### config.mk
export PLATFORM = sky130hd
export DESIGN_NAME = imm_gen_pipe_flat
export DESIGN_NICKNAME = d
export VERILOG_FILES = /design/src/rtl/imm_gen_pipe_if.sv /design/src/rtl/imm_gen_pipe.sv /design/src/flat_wrapper.sv
export SDC_FILE = /design/constraint.sdc
export NUM_CORES = 1
export LEC_CHECK = 0
export BUFFER_PORTS_ARGS = -buffer_cell sky130_fd_sc_hd__buf_2
export CAP_MARGIN = 10
export CORE_MARGIN = 2
export CORE_UTILIZATION = 55
export CTS_BUF_LIST = sky130_fd_sc_hd__clkbuf_8
export DETAILED_ROUTE_END_ITERATION = 16
export PLACE_DENSITY_LB_ADDON = 0.1
export SYNTH_ARGS = -nofsm -noshare
export SYNTH_HDL_FRONTEND = slang
export SYNTH_SLANG_ARGS = --single-unit
### constraint.sdc
create_clock -name clk -period 2.3 [get_ports clk]
set_clock_uncertainty 0.1 [all_clocks]
set_input_delay 0.46 -clock clk [delete_from_list [all_inputs] [get_ports clk]]
set_output_delay 0.46 -clock clk [all_outputs]
set_load 0.005 [all_outputs]
### src/rtl/imm_gen_pipe_if.sv
`default_nettype none
// ============================================================================
// Module   : imm_gen_pipe_if
// Purpose  : Input/output handshake bundle and debug counter for imm_gen_pipe.
// Revision : 1.0
// ============================================================================
interface imm_gen_pipe_if #(
    parameter int XLEN      = 32,
    parameter int TAG_W     = 5,
    parameter int ERR_CNT_W = 8
);
    logic                 in_valid;
    logic                 in_ready;
    logic [24:0]          instr;
    logic [2:0]           immsrc;
    logic [TAG_W-1:0]     in_tag;
    logic                 out_valid;
    logic                 out_ready;
    logic [XLEN-1:0]      immext;
    logic [TAG_W-1:0]     out_tag;
    logic                 out_illegal;
    logic                 err_clr;
    logic [ERR_CNT_W-1:0] err_count;

    modport slave (
        input  in_valid, instr, immsrc, in_tag, out_ready, err_clr,
        output in_ready, out_valid, immext, out_tag, out_illegal, err_count
    );

    modport master (
        output in_valid, instr, immsrc, in_tag, out_ready, err_clr,
        input  in_ready, out_valid, immext, out_tag, out_illegal, err_count
    );
endinterface
`default_nettype wire

### src/rtl/imm_gen_pipe.sv
`default_nettype none
// ============================================================================
// Module   : imm_gen_pipe
// Purpose  : Registered RV32I/RV64I immediate generator with 2-entry skid buffer.
// Revision : 1.0
// ============================================================================
module imm_gen_pipe #(
    parameter int XLEN      = 32,
    parameter int TAG_W     = 5,
    parameter int ERR_CNT_W = 8
) (
    input  logic             clk,
    input  logic             reset_n,
    imm_gen_pipe_if.slave    bus
);
    localparam logic [ERR_CNT_W-1:0] C_ERR_MAX = '1;

    logic [31:7]     w_f;
    logic [31:0]     w_imm32;
    logic [XLEN-1:0] w_imm;
    logic            w_ill;
    logic            w_in_xfer;
    logic            w_drain;

    logic                 out_valid_q, out_valid_d;
    logic [XLEN-1:0]      out_imm_q,   out_imm_d;
    logic [TAG_W-1:0]     out_tag_q,   out_tag_d;
    logic                 out_ill_q,   out_ill_d;
    logic                 sk_valid_q,  sk_valid_d;
    logic [XLEN-1:0]      sk_imm_q,    sk_imm_d;
    logic [TAG_W-1:0]     sk_tag_q,    sk_tag_d;
    logic                 sk_ill_q,    sk_ill_d;
    logic [ERR_CNT_W-1:0] err_q,       err_d;

    assign w_f   = bus.instr;
    assign w_ill = bus.immsrc[2] & bus.immsrc[1];

    always_comb begin
        w_imm32 = 32'b0;
        case (bus.immsrc)
            3'b000:  w_imm32 = {{20{w_f[31]}}, w_f[31:20]};
            3'b001:  w_imm32 = {{20{w_f[31]}}, w_f[31:25], w_f[11:7]};
            3'b010:  w_imm32 = {{19{w_f[31]}}, w_f[31], w_f[7], w_f[30:25], w_f[11:8], 1'b0};
            3'b011:  w_imm32 = {{11{w_f[31]}}, w_f[31], w_f[19:12], w_f[20], w_f[30:21], 1'b0};
            3'b100:  w_imm32 = {w_f[31:12], 12'b0};
            3'b101:  w_imm32 = {27'b0, w_f[19:15]};
            default: w_imm32 = 32'b0;
        endcase
    end

    // Every 32-bit result already carries its correct bit 31, so one sign extension covers all formats.
    if (XLEN == 64) begin : g_ext64
        assign w_imm = {{(XLEN-32){w_imm32[31]}}, w_imm32};
    end else begin : g_ext32
        assign w_imm = w_imm32;
    end

    assign w_in_xfer = bus.in_valid & ~sk_valid_q;
    assign w_drain   = out_valid_q & bus.out_ready;

    always_comb begin
        out_valid_d = out_valid_q;
        out_imm_d   = out_imm_q;
        out_tag_d   = out_tag_q;
        out_ill_d   = out_ill_q;
        sk_valid_d  = sk_valid_q;
        sk_imm_d    = sk_imm_q;
        sk_tag_d    = sk_tag_q;
        sk_ill_d    = sk_ill_q;
        err_d       = err_q;

        if (sk_valid_q) begin
            if (w_drain) begin
                out_imm_d  = sk_imm_q;
                out_tag_d  = sk_tag_q;
                out_ill_d  = sk_ill_q;
                sk_valid_d = 1'b0;
            end
        end else if (!out_valid_q || w_drain) begin
            out_valid_d = w_in_xfer;
            if (w_in_xfer) begin
                out_imm_d = w_imm;
                out_tag_d = bus.in_tag;
                out_ill_d = w_ill;
            end
        end else if (w_in_xfer) begin
            sk_valid_d = 1'b1;
            sk_imm_d   = w_imm;
            sk_tag_d   = bus.in_tag;
            sk_ill_d   = w_ill;
        end

        if (bus.err_clr) begin
            err_d = '0;
        end else if (w_in_xfer && w_ill && (err_q != C_ERR_MAX)) begin
            err_d = err_q + ERR_CNT_W'(1);
        end
    end

    always_ff @(posedge clk or negedge reset_n) begin
        if (!reset_n) begin
            out_valid_q <= 1'b0;
            out_imm_q   <= '0;
            out_tag_q   <= '0;
            out_ill_q   <= 1'b0;
            sk_valid_q  <= 1'b0;
            sk_imm_q    <= '0;
            sk_tag_q    <= '0;
            sk_ill_q    <= 1'b0;
            err_q       <= '0;
        end else begin
            out_valid_q <= out_valid_d;
            out_imm_q   <= out_imm_d;
            out_tag_q   <= out_tag_d;
            out_ill_q   <= out_ill_d;
            sk_valid_q  <= sk_valid_d;
            sk_imm_q    <= sk_imm_d;
            sk_tag_q    <= sk_tag_d;
            sk_ill_q    <= sk_ill_d;
            err_q       <= err_d;
        end
    end

    assign bus.in_ready    = ~sk_valid_q;
    assign bus.out_valid   = out_valid_q;
    assign bus.immext      = out_imm_q;
    assign bus.out_tag     = out_tag_q;
    assign bus.out_illegal = out_ill_q;
    assign bus.err_count   = err_q;
endmodule
`default_nettype wire

### src/flat_wrapper.sv
// flat-port wrapper written by rule: the top's interface ports become plain ports
module imm_gen_pipe_flat 
#(
    parameter int XLEN      = 32,
    parameter int TAG_W     = 5,
    parameter int ERR_CNT_W = 8
)
  (clk, reset_n, bus_in_valid, bus_instr, bus_immsrc, bus_in_tag, bus_out_ready, bus_err_clr, bus_in_ready, bus_out_valid, bus_immext, bus_out_tag, bus_out_illegal, bus_err_count);
  imm_gen_pipe_if #(.XLEN(XLEN), .TAG_W(TAG_W), .ERR_CNT_W(ERR_CNT_W)) bus_i ();
  input  logic clk;
  input  logic reset_n;
  input wire logic [$bits(bus_i.in_valid)-1:0] bus_in_valid;
  input wire logic [$bits(bus_i.instr)-1:0] bus_instr;
  input wire logic [$bits(bus_i.immsrc)-1:0] bus_immsrc;
  input wire logic [$bits(bus_i.in_tag)-1:0] bus_in_tag;
  input wire logic [$bits(bus_i.out_ready)-1:0] bus_out_ready;
  input wire logic [$bits(bus_i.err_clr)-1:0] bus_err_clr;
  output wire logic [$bits(bus_i.in_ready)-1:0] bus_in_ready;
  output wire logic [$bits(bus_i.out_valid)-1:0] bus_out_valid;
  output wire logic [$bits(bus_i.immext)-1:0] bus_immext;
  output wire logic [$bits(bus_i.out_tag)-1:0] bus_out_tag;
  output wire logic [$bits(bus_i.out_illegal)-1:0] bus_out_illegal;
  output wire logic [$bits(bus_i.err_count)-1:0] bus_err_count;
  assign bus_i.in_valid = bus_in_valid;
  assign bus_i.instr = bus_instr;
  assign bus_i.immsrc = bus_immsrc;
  assign bus_i.in_tag = bus_in_tag;
  assign bus_i.out_ready = bus_out_ready;
  assign bus_i.err_clr = bus_err_clr;
  assign bus_in_ready = bus_i.in_ready;
  assign bus_out_valid = bus_i.out_valid;
  assign bus_immext = bus_i.immext;
  assign bus_out_tag = bus_i.out_tag;
  assign bus_out_illegal = bus_i.out_illegal;
  assign bus_err_count = bus_i.err_count;
  imm_gen_pipe #(.XLEN(XLEN), .TAG_W(TAG_W), .ERR_CNT_W(ERR_CNT_W)) u_core (.clk(clk), .reset_n(reset_n), .bus(bus_i));
endmodule
==> metrics.md <==
| Metric | Value |
|---|---|
| Routability Congestion | `0.8670` |
| Die Footprint | `8276 um^2` |
| Hpwl dp | `6859 um` |
| Wire per inst | `15.48 um` |
| All-layer global routing usage | `25.09%` |
| Worst setup EP type | `register` |
| Final Hold Viols | `0` |
| Most common cell after layout, fill and taps aside | `nand2_1` |
| Slowest cell on the critical path | `dfrtp_2` |
| Max Root-Sink Buffers | `2` |
| Crit path DAT | `2.09 ns` |
| I/O Pins | `86` |
| Post-Route WL | `9889 um` |
| Die X-Extent | `90.97 um` |
| Worst min path class | `input port to register` |
| Max Freq | `518.0 MHz` |
| CTS tree | `done` |
| Worst R2R Start | `u_core.sk_valid_q$_DFF_PN0_` |
| Leakage Power | `2.339 nW` |
| Yosys reg bits | `86` |
| Initial core utilization | `57.05%` |
| CP required | `2.46 ns` |
| Synth unique cells | `37` |
| Antenna violations before repair | `0` |
| Global-route wire length before repair | `16640 um` |
| Slew at the pin closest to its max-slew limit | `0.5327 ns` |
| Diode count | `0` |
| HP Start | `bus_in_tag[2]` |
| Port Buffers | `85` |
| Worst skew pair latency | `0.36 ns` |
| Final worst path period share | `83.94%` |
| Syn_nets | `498` |
| Syn Area/Cell | `9.064 um^2` |
| Worst Path Buf+Inv | `1` |
| RSZ-0062 raised after global routing | `no` |
| Most frequent cells in the layout | `93 x nand2_1, 85 x dfrtp_1, 84 x buf_2, 67 x o21ai_0, 33 x a21oi_1` |
| CTS HTree Levels | `3` |
| Power Total | `5.542 mW` |
| P per Cell Area | `1129 nW/um^2` |
| Core box area | `7292 um^2` |
| Final slew viol count | `0` |
| Synth-to-layout area growth | `18.05%` |
| DR vias/cell | `5.645` |
| # setup viols final | `0` |
| Yosys Warn Count | `0` |
| Setup TNS | `0 ns` |
| Worst path cell trace | `nand2b_1 -> a21oi_2 -> buf_4 -> nand3_1 -> o211ai_1` |
| Site row count | `31` |
| VDD IR-drop max | `0.5792 mV` |
| Min Tclk post-route | `1.931 ns` |
| 1st-pass router iterations | `4` |
| CP max stage delay | `0.52 ns` |
| Post-Synthesis Cells | `459` |
| CTS sink count | `86` |
| Vias in the first global route | `3459` |
| Register area share after synthesis | `51.73%` |
| Ratio of cells with drive above 1 in the final layout | `23.52%` |
| Max_slew headroom | `64.37%` |
| Hold_ws | `0.2073 ns` |
| Max-Cap Viols | `0` |
| Place WS | `0.3412 ns` |
| Drc violations | `0` |
| Flop-to-flop setup slack | `0.37 ns` |
| Detail Route Antenna Nets | `0` |
| Clock transition at path regs | `0.09 ns` |
| Global route overflow | `0` |
| Largest net degree at the start of global routing | `58` |
| Startpoint type of the worst setup path | `register` |
| Fin util | `67.35%` |
| DR iter-0 viols | `178` |
| Clock root buffer | `clkbuf_8` |
| CTS Buf Count | `9` |
| Cell Area, Synth | `4160 um^2` |
| # nets final | `574` |
| Final setup margin | `0.3694 ns` |
| WS Path Type | `register to register` |
| R2R cell count | `5` |
| Min-Delay Endpoint | `u_core.sk_tag_q[2]$_DFFE_PN0P_` |
| Via count | `3607` |
| Die Ht | `90.97 um` |
| Worst Path Max Fanout | `13` |
| Cell family contributing the most delay on the critical path | `simple AND/OR/NAND/NOR gates` |
| Status | `finished, final reports clean` |
| Hold path depth | `3` |
| Reg2reg end | `u_core.bus.immext[16]$_DFFE_PN0P_` |
-- Yosys cell counts --
cell type | count | area share [%]
a22oi_1 | 1 | 0.18
mux2_2 | 2 | 0.54
nor2b_1 | 5 | 0.75
buf_6 | 2 | 0.54
and4b_1 | 1 | 0.24
a41oi_1 | 2 | 0.42
o21a_1 | 5 | 0.90
clkbuf_1 | 26 | 2.3
a21o_1 | 2 | 0.36
a21oi_1 | 33 | 4.0
a211oi_1 | 11 | 2.0
nand2_1 | 93 | 8.4
xor2_1 | 5 | 1.1
o2111ai_1 | 1 | 0.21
buf_2 | 7 | 0.84
o22a_1 | 8 | 1.7
inv_1 | 3 | 0.27
o21ai_4 | 1 | 0.39
or3_1 | 2 | 0.30
and2b_1 | 1 | 0.18
a21oi_2 | 1 | 0.21
nand2b_1 | 8 | 1.2
mux2i_1 | 15 | 3.6
o31ai_1 | 3 | 0.54
o21ai_0 | 67 | 8.1
ha_1 | 1 | 0.30
a31oi_1 | 13 | 2.0
nand4_1 | 2 | 0.30
nand3_1 | 16 | 1.9
buf_4 | 2 | 0.36
or4_1 | 1 | 0.18
buf_1 | 3 | 0.27
o211ai_1 | 10 | 1.8
and3_1 | 2 | 0.30
dfrtp_1 | 86 | 52
nor2_1 | 17 | 1.5
and2_1 | 1 | 0.15
-- flip-flops by register name, indices dropped and copies added, names as in the netlist --
signal,count
u_core.bus.immext,32
u_core.sk_imm_q,32
u_core.bus.err_count,8
u_core.bus.out_tag,5
u_core.sk_tag_q,5
u_core.bus.out_illegal,1
u_core.bus.out_valid,1
u_core.sk_ill_q,1
u_core.sk_valid_q,1
-- cell type report --
class                           count  area, um^2
Fill cell                         638        2381
Sequential cell                    86        2153
Multi-Input combinational cell    330        1823
Timing Repair Buffer              105       593.1
Clock buffer                       10       137.6
Tap cell                           99       123.9
Clock inverter                      6       68.82
Inverter                            3       11.26
-- worst max-delay path by stage --
stage               slack (ns)                             endpoint                   startpoint  cells past startpoint
finish                    0.37    u_core.bus.immext[16]$_DFFE_PN0P_  u_core.sk_valid_q$_DFF_PN0_                      5
detailed placement        0.34    u_core.bus.immext[22]$_DFFE_PN0P_                bus_immsrc[2]                      6
global route              0.27    u_core.bus.immext[15]$_DFFE_PN0P_  u_core.sk_valid_q$_DFF_PN0_                      5
CTS                       0.38                         bus_in_ready  u_core.sk_valid_q$_DFF_PN0_                      3
global placement          0.37  u_core.bus.err_count[7]$_DFFE_PN0P_                bus_immsrc[2]                      5
floorplan                 0.56  u_core.bus.err_count[7]$_DFFE_PN0P_                bus_immsrc[2]                      6
-- logic make-up (layout without fill, tap and decap cells) --
| kind of cell | after synthesis | in the layout | share of synthesized area [%] |
|---|---|---|---|
| AO/OA/AOI/OAI | 158 | 158 | 22.68 |
| XOR/XNOR | 5 | 5 | 1.053 |
| adder cells (fa/ha/maj) | 1 | 1 | 0.3007 |
| buffers and inverters | 43 | 124 | 4.631 |
| flip-flops | 86 | 86 | 51.73 |
| multiplexers | 17 | 17 | 4.150 |
| AND/OR/NAND/NOR | 149 | 149 | 15.46 |
-- worst reg2reg max path, cell delays in order, from the launching register on --
cell	delay (ns)
dfrtp_2	0.52
nand2b_1	0.26
a21oi_2	0.17
buf_4	0.22
nand3_1	0.29
o211ai_1	0.28
-- stage by stage --
step / cell area (um^2) / instances
floorplan: 4160 / 459
global placement: 4695 / 622
detailed placement: 4695 / 622
CTS: 4911 / 639
global route: 4911 / 639
finish: 4911 / 639
-- per-layer routing --
metal,vias up,GRT usage (%),wire [um]
li1,1763,-,-
met1,1730,34.59,4398
met2,104,40.74,4816
met3,10,3.817,538
met4,0,8.838,136
met5,-,0,0
-- what timing repair did --
| action | CTS | global route |
|---|---|---|
| endpoints found under the setup margin | 0 | 0 |
| hold buffers | 1 | 0 |
| setup buffers | 0 | 0 |
| hold endpoints to repair | 29 | 0 |
| gates resized for setup | 0 | 0 |
-- power by group --
group,switching [mW],total (mW),leakage (nW),internal [mW]
combinational,1.17,1.99,1.12,0.822
sequential,0.338,2.45,1.11,2.11
clock,0.561,1.10,0.103,0.539
Note: power is estimated with default switching activity, not from simulation.
